--- src/rtl/softmax_pkg.sv ---
// ---------------------------------------------------------------------------
// softmax_pkg : shared types and bus widths for the softmax sequencer/core
// Rev 1.0
// ---------------------------------------------------------------------------
`default_nettype none

package softmax_pkg;

  typedef enum logic [1:0] {
    FILL = 2'd0,
    RUN  = 2'd1,
    HOLD = 2'd2
  } state_t;

  localparam int c_num_inputs   = 4;
  localparam int c_exp_width    = 4;
  localparam int c_mant_width   = 3;
  localparam int c_core_latency = 2;
  localparam int c_word_w       = c_exp_width + c_mant_width;
  localparam int c_core_in_w    = c_num_inputs * c_word_w;
  localparam int c_core_exp_w   = c_num_inputs * c_exp_width;

  function automatic int lane_lo(input int lane, input int word_w);
    return lane * word_w;
  endfunction

endpackage

`default_nettype wire

--- src/rtl/softmax_sequencer_latency_counter.sv ---
// ---------------------------------------------------------------------------
// latency_counter : loadable down-counter that stops at zero
// Rev 1.0
// ---------------------------------------------------------------------------
`default_nettype none

module latency_counter
  import softmax_pkg::*;
#(
  parameter int LOAD_VALUE = c_core_latency,
  localparam int CNT_W     = $clog2(LOAD_VALUE + 1)
) (
  input  logic clk,
  input  logic rst,
  input  logic i_load,
  input  logic i_dec,
  output logic o_zero
);

  logic [CNT_W-1:0] r_cnt;

  always_ff @(posedge clk or posedge rst) begin
    if (rst) begin
      r_cnt <= '0;
    end else if (i_load) begin
      r_cnt <= CNT_W'(LOAD_VALUE);
    end else if (i_dec && (r_cnt != '0)) begin
      r_cnt <= r_cnt - CNT_W'(1);
    end
  end

  assign o_zero = (r_cnt == '0);

endmodule

`default_nettype wire

--- src/rtl/softmax_sequencer.sv ---
// ---------------------------------------------------------------------------
// softmax_sequencer : serial element packer, core-latency wait, result buffer
// Rev 1.0
// ---------------------------------------------------------------------------
`default_nettype none

module softmax_sequencer
  import softmax_pkg::*;
#(
  parameter int NUM_INPUTS   = c_num_inputs,
  parameter int EXP_WIDTH    = c_exp_width,
  parameter int MANT_WIDTH   = c_mant_width,
  parameter int CORE_LATENCY = c_core_latency,
  localparam int WORD_W      = EXP_WIDTH + MANT_WIDTH,
  localparam int IDX_W       = $clog2(NUM_INPUTS)
) (
  input  logic                            clk,
  input  logic                            rst,
  input  logic                            in_valid,
  output logic                            in_ready,
  input  logic [WORD_W-1:0]               in_data,
  input  logic                            in_last,
  output logic [NUM_INPUTS*WORD_W-1:0]    core_in,
  input  logic [MANT_WIDTH-1:0]           core_mant,
  input  logic [NUM_INPUTS*EXP_WIDTH-1:0] core_exp,
  output logic                            out_valid,
  input  logic                            out_ready,
  output logic [MANT_WIDTH-1:0]           out_mant,
  output logic [NUM_INPUTS*EXP_WIDTH-1:0] out_exp,
  output logic                            out_err,
  output logic                            busy
);

  state_t                          r_state;
  state_t                          w_state_nxt;
  logic [IDX_W-1:0]                r_idx;
  logic [NUM_INPUTS*WORD_W-1:0]    r_lanes;
  logic                            r_err;
  logic                            r_out_valid;
  logic                            r_out_err;
  logic [MANT_WIDTH-1:0]           r_out_mant;
  logic [NUM_INPUTS*EXP_WIDTH-1:0] r_out_exp;

  logic w_accept;
  logic w_last_lane;
  logic w_close;
  logic w_cnt_zero;
  logic w_capture;
  logic w_deliver;

  assign w_accept    = in_valid && (r_state == FILL);
  assign w_last_lane = (r_idx == IDX_W'(NUM_INPUTS - 1));
  assign w_close     = w_accept && (in_last || w_last_lane);
  assign w_capture   = (r_state == RUN) && w_cnt_zero;
  // r_out_valid is only ever set while in HOLD
  assign w_deliver   = r_out_valid && out_ready;

  latency_counter #(
    .LOAD_VALUE (CORE_LATENCY)
  ) u_latency_counter (
    .clk    (clk),
    .rst    (rst),
    .i_load (w_close),
    .i_dec  (r_state == RUN),
    .o_zero (w_cnt_zero)
  );

  always_ff @(posedge clk or posedge rst) begin
    if (rst) begin
      r_state <= FILL;
    end else begin
      r_state <= w_state_nxt;
    end
  end

  always_comb begin
    w_state_nxt = r_state;
    in_ready    = 1'b0;
    case (r_state)
      FILL: begin
        in_ready = 1'b1;
        if (w_close) w_state_nxt = RUN;
      end
      RUN: begin
        if (w_cnt_zero) w_state_nxt = HOLD;
      end
      HOLD: begin
        if (out_ready) w_state_nxt = FILL;
      end
      default: w_state_nxt = FILL;
    endcase
  end

  always_ff @(posedge clk or posedge rst) begin
    if (rst) begin
      r_idx       <= '0;
      r_lanes     <= '0;
      r_err       <= 1'b0;
      r_out_valid <= 1'b0;
      r_out_err   <= 1'b0;
      r_out_mant  <= '0;
      r_out_exp   <= '0;
    end else begin
      if (w_accept) begin
        // On close, every lane above the written one is zero-padded
        for (int i = 0; i < NUM_INPUTS; i++) begin
          if (IDX_W'(i) == r_idx) begin
            r_lanes[lane_lo(i, WORD_W) +: WORD_W] <= in_data;
          end else if (w_close && (IDX_W'(i) > r_idx)) begin
            r_lanes[lane_lo(i, WORD_W) +: WORD_W] <= '0;
          end
        end
        r_idx <= w_close ? '0 : r_idx + IDX_W'(1);
        if (w_close) r_err <= w_last_lane && !in_last;
      end
      if (w_capture) begin
        r_out_mant  <= core_mant;
        r_out_exp   <= core_exp;
        r_out_err   <= r_err;
        r_out_valid <= 1'b1;
      end else if (w_deliver) begin
        r_out_valid <= 1'b0;
      end
    end
  end

  assign core_in   = r_lanes;
  assign out_valid = r_out_valid;
  assign out_mant  = r_out_mant;
  assign out_exp   = r_out_exp;
  assign out_err   = r_out_err;
  assign busy      = (r_state != FILL) || (r_idx != '0);

endmodule

`default_nettype wire

--- config.mk ---
export PLATFORM = sky130hd
export DESIGN_NAME = softmax_sequencer
export DESIGN_NICKNAME = d
export VERILOG_FILES = /design/src/rtl/softmax_pkg.sv /design/src/rtl/softmax_sequencer_latency_counter.sv /design/src/rtl/softmax_sequencer.sv
export SDC_FILE = /design/constraint.sdc
export NUM_CORES = 1
export LEC_CHECK = 0
export CAP_MARGIN = 10
export CORE_ASPECT_RATIO = 1.5
export CORE_UTILIZATION = 45
export DETAILED_ROUTE_END_ITERATION = 12
export GPL_TIMING_DRIVEN = 0
export PLACE_DENSITY = 0.79
export SETUP_SLACK_MARGIN = 0.5
export SYNTH_ARGS = -nofsm -noshare
export SYNTH_HDL_FRONTEND = slang
export SYNTH_SLANG_ARGS = --single-unit
--- constraint.sdc ---
create_clock -name clk -period 2.5 [get_ports clk]
set_input_delay 0.5 -clock clk [delete_from_list [all_inputs] [get_ports clk]]
set_output_delay 0.5 -clock clk [all_outputs]
set_load 0.05 [all_outputs]
==> impl_metrics.yaml, run 1 <==
status:
  status: "complete, no violations"
cells_and_area:
  final_cells: 329
  fin_util_pct: 69.7
  fill_cells: 385
  layout-area-overhead-vs-synth_pct: 46.1
  drive_gt1_share_pct: 20.5
  n_antenna_cell: 0
  final_nets: 298
clock_network:
  cts_root_buf: "clkbuf_8"
  ctsHoldBuffers: 0
  ctsResizeCount: 13
  clk_transition_reported_paths_ns: 0.09
  cts_setup_buffers: 0
  clock_latency_ns: 0.30
  clock-sinks: 56
  cts_max_level: 2
  cts_tree: "done"
  cts_buffer_depth: 2
  cts_buffers: 5
placed_design:
  portBuffers: 81
  dp_hpwl_um: 3630
  place_inst: 321
  routabilityCongestion: 0.748
logic_synthesis:
  synth.most_common_cell: "dfrtp_1"
  synth-compound-area-share_pct: 8.10
  synth_top_family_by_area: "multiplexers"
  yosysWarnings: 0
  synthAdderAreaFrac_pct: 2.68
  synth_mux_area_share_pct: 16.0
  synth_edf_count: 0
  synth_simple_gate_area_share_pct: 8.42
  synth_cell_types: 28
  yosysSeqAreaShare_pct: 60.1
  syn-cell-area_um2: 2330
  yosys.area.top_type: "dfrtp_1"
  synth_common_cells: "dfrtp_1, mux2_2, nand2_1, inv_1"
  synthArstFlopShare_pct: 100
  syn_nets: 209
  synthTopCellsByArea: "dfrtp_1, mux2_2, nand2_1"
  synth_top_area_share_pct: 60.1
  synth_ff_type: "dfrtp_1"
  ys_seq_elements: 56
  synth_xor_area_share_pct: 0.376
  synth_cells: 173
  avgSynthCellArea_um2: 13.5
route:
  post_drt_via_cell_ratio: 4.95
  vias: 1630
  wl_um: 4850
  first_pass_iters: 4
  drt_iter0_markers: 38
  drc: 0
  postRouteAntennaNets: 0
  wl_per_cell_um: 14.7
sta:
  setup_viol: 0
  worst_slew_pin_slew_ns: 0.557
  fmax_mhz: 508
  hold_violations: 0
  drv_slew: 0
  min_period_over_period_pct: 78.7
  fin_skew_ns: 0.00369
  fin_crit_ns: 1.97
  max-slew-margin-rel_pct: 62.8
  timing.setup.tns_ns: 0
  rsz0062_at_grt: "false"
floorplan:
  boundaryPins: 82
  coreArea_um2: 4890
  initial_core_util_pct: 47.7
  die_x_um: 60.8
  dieArea_um2: 5480
  rows: 31
  die_h_um: 90.2
grt:
  overflow: 0
  track_usage_pct: 19.3
  grt_max_degree: 32
  antenna_found_initial: 0
  grt_pass1_wl_um: 8030
  grt_pass1_vias: 1698
worst_setup_path:
  slowest_delay_ns: 0.80
  cp.arrival_ns: 1.47
  crit_slowest_cell: "clkdlybuf4s50_1"
  cp.required_ns: 2.00
  crit_family: "buffers and inverters"
  startpoint_type: "flop"
  critPathKind: "reg -> out"
  regToRegSetupSlack_ns: 0.89
  path_buf_inv: 1
  cp_cell_sequence: "clkdlybuf4s50_1"
  crit_path_end_kind: "output pin"
  crit_fanout: 2
run:
  maxCapViolations: 0
power_and_ir_drop:
  cellLeakagePower_nw: 1.94
  vdd_drop_max_mv: 1.06
  powerDensity_nw_per_um2: 1430
  power_mw: 4.87
min_path:
  hold_path_class: "reg -> reg"
[worst paths after layout]
kind / startpoint / end / cells after the start
setup / recovery: core_in[2] / core_in[2] / 1
max in group asynchronous: rst / r_state[1] / 3
hold reg to reg: core_in[26] / core_in[26] / 1
hold / removal: core_in[26] / core_in[26] / 1
min in group asynchronous: rst / core_in[16] / 2
setup reg to reg: r_idx[0] / core_in[13] / 6
[state kept, by name, indices dropped and copies added, names as in the netlist]
register,flops
core_in,28
out_exp,16
out_mant,3
r_idx,2
r_state,2
u_latency_counter.r_cnt,2
out_err,1
out_valid,1
r_err,1
[layout make-up]
class,instances,area (um^2),share of cell area (%)
inverters,13,48.8,1.43
well taps,66,82.6,2.42
repair buffers,82,898,26.4
flip-flops and latches,56,1400,41.1
clock inverters,2,10.0,0.294
clock buffers,6,82.6,2.42
multi-input cells,97,833,24.4
plain buffers,7,51.3,1.51
[power breakdown]
| group | switching (mW) | internal, mW | leakage [nW] | total [mW] |
|---|---|---|---|---|
| clock network | 0.280 | 0.222 | 0.0510 | 0.502 |
| registers | 0.211 | 1.29 | 0.705 | 1.50 |
| logic | 1.83 | 1.04 | 1.18 | 2.86 |
[cell usage in the layout, fill, tap and decap left out, drive strengths merged]
master	n
o2bb2ai	7
xnor2	1
mux2	27
and2b	1
nand3b	1
nor3b	1
nor2	3
dlygate4sd2	6
nand2	22
nand3	1
o311ai	1
dlymetal6s2s	34
ha	5
o211ai	1
dfrtp	56
a22o	7
clkbuf	8
a2bb2oi	1
or3b	2
and4bb	1
clkdlybuf4s50	39
and2	3
clkinv	2
buf	8
nand4bb	1
mux2i	7
o21ai	4
inv	13
[per-stage QoR]
step	worst slack, ns	hold slack [ns]	cell area (um^2)
2_1_floorplan	0.629	0.478	2330
6_report	0.533	0.506	3410
4_1_cts	0.503	0.516	3330
5_1_grt	0.502	0.527	3410
3_3_place_gp	-0.386	0.485	3230
3_5_place_dp	0.366	0.494	3250
[per-layer routing]
| layer | vias to the layer above | track usage, % | part of all wire [%] | wire, um |
|---|---|---|---|---|
| li1 | 768 | - | - | - |
| met2 | 44 | 32.6 | 54 | 2610 |
| met4 | 0 | 7.01 | 1.5 | 75 |
| met1 | 811 | 24.2 | 41 | 1990 |
| met3 | 7 | 3.02 | 3.6 | 172 |
| met5 | - | 0 | 0 | 0 |
[logic make-up after synthesis]
kind of cell             count (synthesis)
AO/OA/AOI/OAI                           21
XOR/XNOR                                 1
adder cells (fa/ha/maj)                  5
buffers and inverters                   20
flip-flops                              56
multiplexers                            34
AND/OR/NAND/NOR                         36
No activity file was read; power rests on OpenSTA's default activity.
==> run 2, diff against run 1 <==
- clock period: 2.5 -> 2 ns (I/O delays scaled with it)
==> run 2 against run 1 <==
Highest routed layer unchanged. Total power grew 31%. Combinational power grew 36%. Final cell count grew 4.3%. Clock-buffer cell count is the same.
==> impl_metrics.yaml, run 2 (synthesis results as in run 1) <==
power_and_ir_drop:
  powerDensity_nw_per_um2: 1770
  power_mw: 6.38
  cellLeakagePower_nw: 1.59
  vdd_drop_max_mv: 0.932
clock_network:
  clk_transition_reported_paths_ns: 0.09
  cts_buffers: 5
  cts_root_buf: "clkbuf_8"
  cts_max_level: 2
  ctsHoldBuffers: 0
  cts_buffer_depth: 2
  clock-sinks: 56
  cts_tree: "done"
  clock_latency_ns: 0.30
sta:
  drv_slew: 0
  setup_viol: 0
  fin_skew_ns: 0.00713
  hold_violations: 0
  fin_ws_ns: 0.452
  max-slew-margin-rel_pct: 59.7
  rsz0062_at_grt: "true"
  fin_crit_ns: 1.55
  min_period_over_period_pct: 77.4
  fmax_mhz: 646
  worst_slew_pin_slew_ns: 0.604
  whs_ns: 0.506
worst_setup_path:
  slowest_delay_ns: 0.42
  cp_cell_sequence: "inv_2, ha_4, nand2_2, buf_8"
  cp.arrival_ns: 1.15
  startpoint_type: "flop"
  critPathKind: "reg -> out"
  crit_fanout: 3
  crit_slowest_cell: "dfrtp_2"
  crit_path_end_kind: "output pin"
  cp.required_ns: 1.60
route:
  postRouteAntennaNets: 0
  first_pass_iters: 4
  drc: 0
  vias: 1691
  wl_per_cell_um: 15.4
  wl_um: 5270
  drt_iter0_markers: 31
  post_drt_via_cell_ratio: 4.93
floorplan:
  initial_core_util_pct: 47.7
  boundaryPins: 82
  dieArea_um2: 5480
  coreArea_um2: 4890
  rows: 31
  die_h_um: 90.2
  die_x_um: 60.8
run:
  maxCapViolations: 0
placed_design:
  place_ws_ns: -0.00908
  portBuffers: 81
  dp_hpwl_um: 3570
  place_inst: 320
  routabilityCongestion: 0.772
grt:
  grt_pass1_vias: 1714
  track_usage_pct: 20.5
  overflow: 0
  antenna_found_initial: 0
  grt_max_degree: 57
  grt_pass1_wl_um: 8380
status:
  status: "complete, no violations"
cells_and_area:
  fill_cells: 355
  layout-area-overhead-vs-synth_pct: 54.3
  layout_commonest_cell: "dfrtp_1"
  largest_reg_flops: 28
  drive_gt1_share_pct: 45.5
  multiInputGateArea_um2: 878
  seq_area_um2: 1400
  layout_common_cells: "dfrtp_1, clkdlybuf4s15_2, clkdlybuf4s50_1, mux2_2, nand2_1"
  final_nets: 312
  final_cells: 343
  n_antenna_cell: 0
min_path:
  hold_path_class: "in -> async"
[run 2: stage by stage]
stage               cell area [um^2]  utilization, %  setup TNS (ns)
detailed placement              3230            66.1        -0.00908
global placement                3230            66.1       -0.000208
global route                    3600            73.6               0
CTS                             3490            71.5               0
finish                          3600            73.6               0
floorplan                       2340               -               0
[run 2: path summary, 6_finish.rpt]
path	from	cells past startpoint	end	slack, ns
max	r_idx[1]	4	busy	0.45
min	rst	2	core_in[13]	0.51
max reg2reg	r_state[1]	6	r_err	0.49
min reg2reg	core_in[4]	1	core_in[4]	0.51
max in group asynchronous	rst	3	u_latency_counter.r_cnt[0]	0.97
min in group clk	core_in[4]	1	core_in[4]	0.51
[run 2: area by class of cell]
class                   instances  area share, %
multi-input cells              97           24.4
well taps                      66           2.29
plain buffers                   7           1.91
inverters                      13           1.46
repair buffers                 96           28.3
clock buffers                   6           2.29
clock inverters                 2          0.278
flip-flops and latches         56           39.0
[run 2: per-layer routing]
| metal | share of wire, % | vias to the layer above | global-route usage [%] |
|---|---|---|---|
| li1 | - | 796 | - |
| met1 | 38 | 831 | 23.9 |
| met2 | 55 | 52 | 34.2 |
| met3 | 4.6 | 12 | 4.60 |
| met4 | 2.8 | 0 | 10.0 |
| met5 | 0 | - | 0 |
[run 2: report_power, final]
part           switching [mW]  internal, mW
Sequential              0.263          1.62
Clock                   0.333         0.277
Combinational            2.41          1.48
Total                    3.00          3.37
[run 2: worst max-delay path, delay by kind of cell (launching register included)]
| family | cells | cell delay, ns |
|---|---|---|
| adder cells (fa/ha/maj) | 1 | 0.13 |
| buffers and inverters | 2 | 0.24 |
| flip-flops | 1 | 0.42 |
| AND/OR/NAND/NOR | 1 | 0.06 |
[run 2: what timing repair did]
action / 4_1_cts / 5_1_grt
gates resized for setup: 172 / 17
cloned: 0 / 2
pin swaps: 2 / 1
setup buffers: 7 / 5
hold endpoints to repair: 0 / 0
endpoints found under the setup margin: 89 / 54
==> run 3, diff against run 2 <==
- CORE_UTILIZATION: 45 -> 40
- PLACE_DENSITY: 0.79 -> 0.74
- clock period: 2 -> 1.4 ns (I/O delays scaled with it)
==> run 3 against run 2 <==
The flow now finishes with violations (setup timing). Highest routed layer unchanged. Sequential share of layout area decreased by 4.4 points. Register-to-register slack got worse by 0.56 ns. Worst setup slack got worse by 0.53 ns. Via count increased by 12%.
==> impl_metrics.yaml, run 3 (synthesis results as in run 1) <==
cells_and_area:
  fin_util_pct: 73.3
  final_nets: 351
  n_antenna_cell: 0
  largest_reg_flops: 28
  drive_gt1_share_pct: 55.1
  layout_common_cells: "buf_6, dfrtp_1, buf_4, clkdlybuf4s50_1, mux2_4"
  multiInputGateArea_um2: 1040
  fill_cells: 373
  layout-area-overhead-vs-synth_pct: 73.8
  layout_commonest_cell: "buf_6"
  seq_area_um2: 1410
  final_cells: 386
floorplan:
  coreArea_um2: 5530
  rows: 33
  die_h_um: 95.5
  die_x_um: 64.3
  boundaryPins: 82
  dieArea_um2: 6150
  initial_core_util_pct: 42.2
grt:
  track_usage_pct: 20.7
  antenna_found_initial: 0
  grt_pass1_wl_um: 9350
  overflow: 0
  grt_max_degree: 16
  grt_pass1_vias: 1785
power_and_ir_drop:
  power_frac_clock_pct: 8.3
  powerDensity_nw_per_um2: 2660
  p_sw_share_pct: 44.1
  seqPwrFrac_pct: 26.4
  combPwrFrac_pct: 65.2
  vdd_drop_max_mv: 1.61
  internal-power_mw: 6.03
  cellLeakagePower_nw: 1.99
  netSwitchingPower_mw: 4.75
sta:
  fin_ws_ns: -0.0735
  fin_crit_ns: 1.47
  hold_violations: 0
  worst_slew_pin_slew_ns: 0.507
  min_period_over_period_pct: 105
  fin_skew_ns: 0.00221
  rsz0062_at_grt: "true"
  setup_viol: 45
  whs_ns: 0.293
  drv_slew: 0
  fmax_mhz: 679
  max-slew-margin-rel_pct: 66.2
  timing.setup.tns_ns: -1.90
clock_network:
  cts_max_level: 2
  cts_root_buf: "clkbuf_8"
  ctsHoldBuffers: 0
  clock-sinks: 56
  clk_transition_reported_paths_ns: 0.09
  cts_buffers: 5
  clock_latency_ns: 0.30
  cts_tree: "done"
  cts_buffer_depth: 2
min_path:
  hold_path_class: "in -> async"
worst_setup_path:
  startpoint: "r_idx[1]"
  reg2reg_from: "r_idx[1]"
  crit_fanout: 8
  crit_path_end_kind: "flop"
  cp.required_ns: 1.60
  critPathKind: "reg -> reg"
  cp.arrival_ns: 1.67
  startpoint_type: "flop"
route:
  post_drt_via_cell_ratio: 4.89
  wl_per_cell_um: 16.4
  wl_um: 6340
  postRouteAntennaNets: 0
  drc: 0
  first_pass_iters: 4
  vias: 1888
  drt_iter0_markers: 42
status:
  status: "finished with violations"
  violations: "setup timing"
run:
  maxCapViolations: 0
placed_design:
  place_inst: 324
  dp_hpwl_um: 3540
  routabilityCongestion: 0.753
  portBuffers: 81
-- run 3: cell types whose count changed in the layout (fill, tap and decap cells not counted), moves of 6 or more --
| cell | before | now |
|---|---|---|
| o2bb2ai_1 | 7 | 1 |
| mux2_2 | 27 | 0 |
| clkdlybuf4s15_2 | 46 | 0 |
| o2bb2ai_2 | 0 | 6 |
| buf_4 | 10 | 42 |
| buf_6 | 7 | 62 |
| mux2_4 | 0 | 27 |
-- run 3: final timing paths --
path	endpoint	slack, ns	cells past startpoint
hold / removal	core_in[6]	0.29	2
setup / recovery	core_in[9]	-0.07	6
hold reg to reg	out_exp[8]	0.54	1
setup reg to reg	core_in[9]	-0.07	6
max in group asynchronous	r_idx[0]	0.85	2
min in group clk	out_exp[8]	0.54	1
-- run 3: metal layers --
layer	up-vias	track usage, %	part of all wire, %	wire, um
met5	-	0	0	0
met3	8	3.59	2.6	166
met4	0	8.33	1.8	115
met1	961	26.3	42	2660
met2	44	34.8	54	3400
li1	875	-	-	-
-- run 3: worst max-delay path, cell delays in order (launching register included) --
cell and delay (ns):
dfrtp_2 0.42, inv_2 0.09, ha_4 0.13, and4bb_2 0.24, buf_8 0.16, and2b_4 0.25
o2bb2ai_1 0.07
-- run 3: layout make-up --
class | count | area share, %
multi-input combinational | 98 | 25.7
buffer | 7 | 1.82
clock buffer | 8 | 2.22
timing repair inverter | 3 | 0.556
timing repair buffer | 131 | 31.5
sequential | 56 | 34.7
inverter | 13 | 1.30
tap | 70 | 2.16
-- run 3: power by group through the flow --
stage                     combinational [mW]  sequential, mW  clock [mW]
final                                   7.03            2.85       0.898
after global routing                    7.34            2.92       0.995
after CTS                               6.44            2.83       0.920
after detailed placement                5.58            2.77           0
after global placement                  5.53            2.75           0
after floorplan                         1.78            4.84           0
-- run 3: through the flow --
stage	setup slack (ns)	total power, mW	cell area (um^2)
floorplan	-0.0221	6.62	2460
global placement	-0.469	8.28	3360
detailed placement	-0.481	8.35	3360
CTS	-0.0543	10.2	3800
global route	-0.134	11.3	4050
finish	-0.0735	10.8	4050
-- run 3: timing repair --
item / in CTS / in global routing
resized for setup: 381 / 17
gates cloned: 4 / 1
hold endpoints to repair: 0 / 0
pin swaps: 6 / 1
setup endpoints to repair: 163 / 107
setup buffers: 24 / 25
==> variant: new RTL, settings of run 1 <==
Re-encode `state_t` (3 states) as one-hot, 3 bits wide.
--- a/src/rtl/softmax_pkg.sv
+++ b/src/rtl/softmax_pkg.sv
@@ -6,10 +6,10 @@
 
 package softmax_pkg;
 
-  typedef enum logic [1:0] {
-    FILL = 2'd0,
-    RUN  = 2'd1,
-    HOLD = 2'd2
+  typedef enum logic [2:0] {
+    FILL = 3'b001,
+    RUN  = 3'b010,
+    HOLD = 3'b100
   } state_t;
 
   localparam int c_num_inputs   = 4;
Function: same outputs for any inputs over 10 cycles, from zero or initial values and one cycle with rst high; not proved beyond that.
==> variant against run 1 <==
  * Routed wire length rose by 5.2%
  * Register-to-register slack worse by 0.09 ns
  * Power is 14% lower
  * Combinational power is 30% lower
  * Cell area up 3.3%
  * Sequential cell count is 1 higher
  * Area after synthesis grew 2.0%
  * Via count increased by 2.9%
  * Fmax hardly changed
  * Sequential power decreased by 8%
  * Setup slack better by 0.00098 ns
==> variant: results (changes against run 1) <==
* Outcome: finished, final reports clean (unchanged)
* Vias at 1678 (was 1630)
* Worst skew pair latency at 0.32 ns (was 0.30 ns)
* Pin count of the biggest net entering global routing at 33 (was 32)
* WHS at 0.482 ns (was 0.506 ns)
* Worst slew margin at 60.5% (was 62.8%)
* All-Layer GR Usage at 20.7% (was 19.3%)
* Critical path peak fanout at 2 (unchanged)
* Sequential area share after synthesis at 60.0% (was 60.1%)
* Post-synthesis async set-or-reset flop share at 100% (unchanged)
* Peak supply drop at 796 uV (was 1060 uV)
* Crit-path leading delay family: buffers and inverters (unchanged)
* CP Launch Point: out_exp[11] (was core_in[2])
* Lkg Pwr at 2.04 nW (was 1.94 nW)
* H-tree depth at 3 (was 2)
* Largest register FFs at 28 (unchanged)
* First-pass GRT wire length at 8510 um (was 8030 um)
* Slowest stage delay, CP at 0.80 ns (about the same)
* TritonCTS Buffers at 9 (was 5)
* Final period util at 78.7% (about the same)
* Vias in the first global route at 1783 (was 1698)
* Clk buf depth at 2 (unchanged)
* RePlAce Congestion at 0.747 (was 0.748)
* ANT cells at 0 (unchanged)
* Antenna violations before repair at 0 (unchanged)
* Post-DP HPWL at 3690 um (was 3630 um)
* Count of pins over their slew limit at 0 (unchanged)
* Synth area leaders: dfrtp_1, mux2_2, a22o_1 (was dfrtp_1, mux2_2, nand2_1)
* PortBufs at 81 (unchanged)
* Clock skew at 0.00430 ns (was 0.00369 ns)
* Post-synthesis cell type count at 34 (was 28)
* Critical-path top delay cell: clkdlybuf4s50_1 (unchanged)
* Pre-CTS setup slack at 0.286 ns (was 0.366 ns)
* Filler cell count at 412 (was 385)
* DRT Pass-1 Iters at 4 (unchanged)
* 1st-iter DRT viols at 52 (was 38)
* Nets@finish at 299 (was 298)
* DR WL/cell at 15.2 um (was 14.7 um)
* Worst R2R Start: r_idx[0] (unchanged)
* Share of cells above drive strength 1 at 20.6% (was 20.5%)
* Worst Min Path Start: out_exp[0] (was core_in[26])
* Syn Nets at 205 (was 209)
* List of most frequent post-synthesis cells: dfrtp_1, mux2_2, a22o_1 (was dfrtp_1, mux2_2, nand2_1)
* Yosys Warn Count at 0 (unchanged)
* Clock transition at path regs at 0.06 ns (was 0.09 ns)
* Worst hold path class: flip-flop to flip-flop (unchanged)
* Reg2reg setup slack at 0.80 ns (was 0.89 ns)
* CTS root buf: clkbuf_8 (unchanged)
## variant: changes by cell type after synthesis, moves of 2 or more
cell	run 1	this run
o2bb2ai_1	7	0
buf_2	2	0
nand2_1	22	12
a21oi_1	0	2
a22o_1	7	14
mux2_1	0	9
mux2_2	27	18
and2_4	0	2
and2_1	2	0
## variant: cell families after synthesis
kind of cell | count (synthesis) | share of synthesized area, %
flip-flops | 57 | 60.0
multiplexers | 34 | 15.7
AND/OR/NAND/NOR | 29 | 8.46
AO/OA/AOI/OAI | 25 | 8.73
buffers and inverters | 18 | 4.10
adder cells (fa/ha/maj) | 5 | 2.63
XOR/XNOR | 1 | 0.368
## variant: timing repair
| item | in CTS | in global routing |
|---|---|---|
| endpoints found under the setup margin | 27 | 25 |
| gates resized for setup | 37 | 24 |
| pin swaps | 0 | 0 |
| gates cloned | 0 | 0 |
| setup buffers | 0 | 1 |
## variant: layout make-up
| class | instances | area, sq um | area share, % |
|---|---|---|---|
| clock buffer | 12 | 155 | 4.40 |
| timing repair buffer | 83 | 857 | 24.3 |
| sequential | 57 | 1430 | 40.6 |
| buffer | 5 | 48.8 | 1.39 |
| inverter | 13 | 48.8 | 1.39 |
| tap | 68 | 85.1 | 2.42 |
| multi-input combinational | 94 | 857 | 24.3 |
| clock inverter | 3 | 40.0 | 1.14 |
## variant: report_power, final
part,total (mW),internal (mW),switching (mW)
Combinational,1.99,0.677,1.31
Clock,0.846,0.506,0.340
Sequential,1.38,1.20,0.172
Total,4.21,2.39,1.82
## variant: routing by layer
layer	share of wire [%]	vias to the layer above	routed length, um	track usage [%]
li1	-	776	-	-
met1	39	832	2000	24.5
met2	54	66	2760	34.6
met3	5.8	4	294	5.70
met4	0.75	0	38	8.15
met5	0	-	0	0
## variant: final timing paths
check,end,cells past startpoint
max reg2reg,core_in[11],4
max,out_exp[11],1
min reg2reg,out_exp[0],1
max in group asynchronous,r_state[0],3
min in group asynchronous,out_exp[15],2
min,out_exp[0],1
## variant: metrics by stage
step                instance area (sq um)  utilization (%)  power (mW)  cells  setup TNS, ns
floorplan                            2380                -        2.78    169              0
global placement                     3280             64.0        3.44    318         -22.69
detailed placement                   3300             64.4        3.49    319              0
CTS                                  3460             67.4        4.26    334              0
global route                         3520             68.7        4.42    335              0
finish                               3520             68.7        4.21    335              0
